==> config.mk <==
export PLATFORM = sky130hd
export DESIGN_NAME = led_scan
export DESIGN_NICKNAME = d
export VERILOG_FILES = /design/src/rtl/led_scan_pkg.sv /design/src/rtl/led_scan_seg7_decode.sv /design/src/rtl/led_scan.sv
export SDC_FILE = /design/constraint.sdc
export NUM_CORES = 1
export LEC_CHECK = 0
export ABC_AREA = 1
export BUFFER_PORTS_ARGS = -buffer_cell sky130_fd_sc_hd__buf_2
export CORE_MARGIN = 10
export CORE_UTILIZATION = 40
export DETAILED_ROUTE_END_ITERATION = 10
export MAX_ROUTING_LAYER = met4
export PLACE_DENSITY = 0.67
export SYNTH_ARGS = -nofsm -noshare
export SYNTH_HDL_FRONTEND = slang
export SYNTH_SLANG_ARGS = --single-unit
==> constraint.sdc <==
create_clock -name clk -period 3.9 [get_ports clk]
set_input_delay 0 -clock clk [delete_from_list [all_inputs] [get_ports clk]]
set_output_delay 0 -clock clk [all_outputs]
set_load 0.01 [all_outputs]
==> src/rtl/led_scan_pkg.sv <==
// Shared constants for the 8-digit 7-segment scanner: active-low segment
// codes ({g,f,e,d,c,b,a}, 0 = segment lit) and the digit count.
package led_scan_pkg;

  localparam int DIGITS = 8;

  localparam logic [6:0] SEG_0     = 7'h40;
  localparam logic [6:0] SEG_1     = 7'h79;
  localparam logic [6:0] SEG_2     = 7'h24;
  localparam logic [6:0] SEG_3     = 7'h30;
  localparam logic [6:0] SEG_4     = 7'h19;
  localparam logic [6:0] SEG_5     = 7'h12;
  localparam logic [6:0] SEG_6     = 7'h02;
  localparam logic [6:0] SEG_7     = 7'h78;
  localparam logic [6:0] SEG_8     = 7'h00;
  localparam logic [6:0] SEG_9     = 7'h10;
  localparam logic [6:0] SEG_A     = 7'h08;
  localparam logic [6:0] SEG_B     = 7'h03;
  localparam logic [6:0] SEG_C     = 7'h46;
  localparam logic [6:0] SEG_D     = 7'h21;
  localparam logic [6:0] SEG_E     = 7'h06;
  localparam logic [6:0] SEG_F     = 7'h0E;
  localparam logic [6:0] SEG_BLANK = 7'h7F;

endpackage

==> src/rtl/led_scan_seg7_decode.sv <==
// Combinational hex-to-7-segment decoder, active-low {g,f,e,d,c,b,a}.
// Lowercase b and d glyphs are used so they are not confused with 8 and 0.
module seg7_decode
  import led_scan_pkg::*;
(
  input  logic [3:0] hex_i,
  output logic [6:0] seg_o
);

  // Table lookup of the glyph for one hex nibble.
  always_comb begin
    seg_o = SEG_BLANK;
    case (hex_i)
      4'h0: seg_o = SEG_0;
      4'h1: seg_o = SEG_1;
      4'h2: seg_o = SEG_2;
      4'h3: seg_o = SEG_3;
      4'h4: seg_o = SEG_4;
      4'h5: seg_o = SEG_5;
      4'h6: seg_o = SEG_6;
      4'h7: seg_o = SEG_7;
      4'h8: seg_o = SEG_8;
      4'h9: seg_o = SEG_9;
      4'hA: seg_o = SEG_A;
      4'hB: seg_o = SEG_B;
      4'hC: seg_o = SEG_C;
      4'hD: seg_o = SEG_D;
      4'hE: seg_o = SEG_E;
      4'hF: seg_o = SEG_F;
      default: seg_o = SEG_BLANK;
    endcase
  end

endmodule

==> src/rtl/led_scan.sv <==
// Time-multiplexed driver for an 8-digit common-anode 7-segment display.
// A scan counter advances the digit index every SCAN_DIV cycles; an
// independent blink counter toggles a blink phase every BLINK_HALF cycles.
// Anode and segment outputs are registered one cycle after the current
// digit index, phase and live inputs. No handshake: inputs are level
// signals sampled every cycle.
module led_scan
  import led_scan_pkg::*;
#(
  parameter int SCAN_DIV   = 50000,
  parameter int BLINK_HALF = 25000000
) (
  input  logic       clk,
  input  logic       reset,
  input  logic [3:0] led0,
  input  logic [3:0] led1,
  input  logic [3:0] led2,
  input  logic [3:0] led3,
  input  logic [3:0] led4,
  input  logic [3:0] led5,
  input  logic [3:0] led6,
  input  logic [3:0] led7,
  input  logic [7:0] dot,
  input  logic [7:0] blink,
  output logic [7:0] ledCode,
  output logic [7:0] an
);

  localparam int SCAN_W  = (SCAN_DIV   > 1) ? $clog2(SCAN_DIV)   : 1;
  localparam int BLINK_W = (BLINK_HALF > 1) ? $clog2(BLINK_HALF) : 1;
  localparam int DIG_W   = $clog2(DIGITS);

  localparam logic [SCAN_W-1:0]  SCAN_LAST  = SCAN_W'(SCAN_DIV - 1);
  localparam logic [BLINK_W-1:0] BLINK_LAST = BLINK_W'(BLINK_HALF - 1);

  logic [SCAN_W-1:0]  scan_cnt_q,  scan_cnt_d;
  logic [BLINK_W-1:0] blink_cnt_q, blink_cnt_d;
  logic [DIG_W-1:0]   digit_q,     digit_d;
  logic               phase_on_q,  phase_on_d;
  logic [7:0]         an_q,        an_d;
  logic [7:0]         code_q,      code_d;

  logic [3:0] cur_hex;
  logic       cur_dot;
  logic       cur_blink;
  logic [6:0] cur_seg;

  // Counter next-state: scan wraps and advances the digit, blink wraps and
  // toggles the phase; the two never interact.
  always_comb begin
    scan_cnt_d  = scan_cnt_q + SCAN_W'(1);
    digit_d     = digit_q;
    blink_cnt_d = blink_cnt_q + BLINK_W'(1);
    phase_on_d  = phase_on_q;
    if (scan_cnt_q == SCAN_LAST) begin
      scan_cnt_d = '0;
      digit_d    = digit_q + DIG_W'(1);
    end
    if (blink_cnt_q == BLINK_LAST) begin
      blink_cnt_d = '0;
      phase_on_d  = ~phase_on_q;
    end
  end

  // Select the live inputs belonging to the digit currently being scanned.
  always_comb begin
    cur_hex = led0;
    case (digit_q)
      3'd0: cur_hex = led0;
      3'd1: cur_hex = led1;
      3'd2: cur_hex = led2;
      3'd3: cur_hex = led3;
      3'd4: cur_hex = led4;
      3'd5: cur_hex = led5;
      3'd6: cur_hex = led6;
      3'd7: cur_hex = led7;
      default: cur_hex = led0;
    endcase
    cur_dot   = dot[digit_q];
    cur_blink = blink[digit_q];
  end

  seg7_decode u_decode (
    .hex_i (cur_hex),
    .seg_o (cur_seg)
  );

  // Output next-state: one anode low and the decoded glyph, or fully dark
  // (decimal point included) when the digit is blinking in the off phase.
  always_comb begin
    an_d   = ~(8'b1 << digit_q);
    code_d = {~cur_dot, cur_seg};
    if (cur_blink && !phase_on_q) begin
      an_d   = 8'hFF;
      code_d = {1'b1, SEG_BLANK};
    end
  end

  // State and output registers; reset restarts both counters and blanks the
  // display on the same edge.
  always_ff @(posedge clk) begin
    if (reset) begin
      scan_cnt_q  <= '0;
      blink_cnt_q <= '0;
      digit_q     <= '0;
      phase_on_q  <= 1'b1;
      an_q        <= 8'hFF;
      code_q      <= 8'hFF;
    end else begin
      scan_cnt_q  <= scan_cnt_d;
      blink_cnt_q <= blink_cnt_d;
      digit_q     <= digit_d;
      phase_on_q  <= phase_on_d;
      an_q        <= an_d;
      code_q      <= code_d;
    end
  end

  assign an      = an_q;
  assign ledCode = code_q;

endmodule

==> reports/results.tsv <==
stage	metric	value	unit
die	Starting Density	0.409	
die	DIE WIDTH	114	um
hold_path	WHS Endpoint	phase_on_q	
pwr	pwr/cell area	300	mW/mm^2
sta	post-route clock period utilization	0.694	
sta	post-layout min period	2.71	ns
worst_setup_path	startpoint types	register	
sta	Max Clock Skew	0.0104	ns
global_routing	vias in the first global route	3271	
routing	WL final	8970	um
final_layout	final instance area	0.00409	sq mm
hold_path	Worst Hold Class	in -> reg	
clocking	TritonCTS clock tree	yes	
sta	worst slew pin tran	0.696	ns
final_layout	area growth from synthesis to layout	14.7	%
pwr	P_leak	1.77	nW
placement	GPL Wtd Cong	0.999	
run_status	status	finished, final reports clean	
sta	Worst slew margin	0.535	
routing	initial drt markers	236	
worst_setup_path	R2R Setup Slk	1.19	ns
global_routing	global-route wire length before repair	14800	um
sta	Setup Total Neg Slack	0	ns
final_layout	Final Non-Filler Cells	712	
global_routing	Tot GR Track Use	0.138	
synthesis	post-synthesis sequential area ratio	0.342	
routing	Routed WL per cell	12.6	um
sta	Final Max Slew Viols	0	
synthesis	Yosys top cell by area	dfxtp_1	
worst_setup_path	worst path arrival time	2.92	ns
worst_setup_path	Crit path buffers/inverters	3	
routing	Final ANT Viol Nets	0	
hold_path	min-delay src	reset	
sta	RSZ-0062 raised after global routing	false	
clocking	CTS buffer count	9	
clocking	Clk Latency, worst-skew pair	0.33	ns
synthesis	Post-synth top flop	dfxtp_1	
routing	1st-pass router iterations	5	
worst_setup_path	crit-path leading delay family	simple AND/OR/NAND/NOR gates	
global_routing	initial antenna violation count	0	
die	core area	0.00872	sq mm
sta	Hold Vio Cnt, Final	0	
final_layout	final net count	664	
worst_setup_path	CP max stage cell	dfxtp_1	
synthesis	Post-Syn Instances	534	
die	Die Area	0.0131	sq mm
pwr	Peak VDD IR	158	uV
worst_setup_path	Most common cell on crit path	nand2_1	
global_routing	GRT Residual Overflow	0	
routing	DR vias	3511	
synthesis	#FFs+latches synth	61	
worst_setup_path	crit-path max FO	20	
placement	dpl hpwl	7000	um
worst_setup_path	endpoint type of the worst setup path	register	
synthesis	synth warn	0	
global_routing	largest net degree at the start of global routing	26	
clocking	CTS max path bufs	2	
clocking	cts-stage hold buffer count	0	
pwr	PnR Total Power	1.23	mW
synthesis	EDFF count, synth	0	
placement	placed cells	697	
routing	DR vias/cell	4.93	
placement	port bufs	65	
worst_setup_path	critical path cell sequence	inv_4, ha_1, nand2_1, nand2_1, nor2_1, nand2_1, nor2_1, inv_1, ha_1, inv_1, nand4_1, nand3_1, nand3_1	
synthesis	Synth area leaders	dfxtp_1 (34%), nand2_1 (16%), nand3_1 (8.4%)	
worst_setup_path	RR Endpoint	ledCode[0]	
worst_setup_path	WS Path Type	reg -> reg	
synthesis	ys async rst share	0	
worst_setup_path	FF-to-FF path depth	13	
clocking	Reg clk slew, reported paths	0.07	ns
clocking	setup bufs post-CTS	0	
job	max-cap violation count	0	
clocking	CTS Sinks	61	
die	cell row count	34	
routing	DR DRC count	0	
worst_setup_path	Worst R2R Start	digit_q[2]	
worst_setup_path	highest cell delay on the worst timing path	0.77	ns
sta	hold_ws	0.0486	ns
clocking	H-tree levels	3	
synthesis	Synth top area share	0.342	
final_layout	share of layout cells above drive strength 1	0.177	
synthesis	commonest cells in the netlist	nand2_1 (152), nor2_1 (71), dfxtp_1 (61)	
worst_setup_path	Worst Path Required	4.12	ns
sta	setup violators final	0	
die	die outline height	114	um
sta	fmax	369	MHz
placement	Post-DP Area	0.00393	sq mm
synthesis	Netlist cell types	35	
final_layout	antenna fix cells	0	
die	num ports	66	
synthesis	syn nets	598	
hold_path	hold path cells	3	
clocking	CTS-repair resized insts	0	
synthesis	most frequent cell after synthesis	nand2_1	
synthesis	Cell Area, Synth	0.00357	sq mm
clocking	CTS root buffer	clkbuf_8	
synthesis	Avg Inst Size Synth	6.68	sq um
==> tightest hold or removal path, stage by stage <==
cell and delay, ns:
buf_2 0.08, inv_1 0.14, nand3_1 0.13
==> worst max-delay path by stage <==
stage          slack, ns    endpoint        from  cells past startpoint
3_5_place_dp        1.22  ledCode[0]  digit_q[2]                     13
2_1_floorplan       1.70  ledCode[0]  digit_q[0]                     15
3_3_place_gp        1.35  ledCode[0]  digit_q[2]                     13
4_1_cts             1.22  ledCode[0]  digit_q[2]                     13
6_report            1.19  ledCode[0]  digit_q[2]                     13
5_1_grt             0.88  ledCode[0]  digit_q[2]                     13
==> sequential cells by signal (all words and copies together), names as in the netlist <==
name         cells
an               8
ledCode          8
scan_cnt_q      16
phase_on_q       1
blink_cnt_q     25
digit_q          3
==> metal layers <==
metal  share of wire  vias to the layer above  GRT usage
met3           0.081                       24     0.0299
li1                -                     1844          -
met4           0.025                        0     0.0652
met2            0.44                      140      0.210
met5               0                        -          -
met1            0.46                     1503      0.171
==> cells by family after synthesis <==
family,synth area share
simple gates,0.434
flops,0.342
fa+ha+maj,0.0491
xor+xnor,0.0295
compound gates,0.0526
buf+inv,0.0926
==> area by class of cell <==
| class | instances | area (sq um) |
|---|---|---|
| Fill cell | 876 | 4630 |
| Multi-Input combinational cell | 403 | 2020 |
| Sequential cell | 61 | 1220 |
| Timing Repair Buffer | 65 | 325 |
| Inverter | 60 | 228 |
| Clock buffer | 11 | 141 |
| Tap cell | 108 | 135 |
| Clock inverter | 4 | 25.0 |
==> report_power, final <==
part	switching, mW	internal, mW	leakage, nW
logic	0.0535	0.0412	1.19
registers	0.00676	0.635	0.496
clock network	0.251	0.242	0.0812
==> metrics by stage <==
step	utilization	setup WS (ns)
after floorplan	-	1.70
after global placement	0.450	1.35
after detailed placement	0.450	1.22
after CTS	0.469	1.22
after global routing	0.469	0.877
final	0.469	1.19
==> cell usage in the layout, fill, tap and decap left out, types with 10 or more instances in the layout <==
master	synthesis	routed
nand4_1	14	14
a21oi_1	24	24
buf_2	1	65
nor3_1	13	13
nor2_1	71	71
clkbuf_8	0	10
inv_1	53	53
dfxtp_1	61	61
ha_1	14	14
nand3_1	60	60
nand2_1	152	152
No activity file was read; power rests on OpenSTA's default activity.
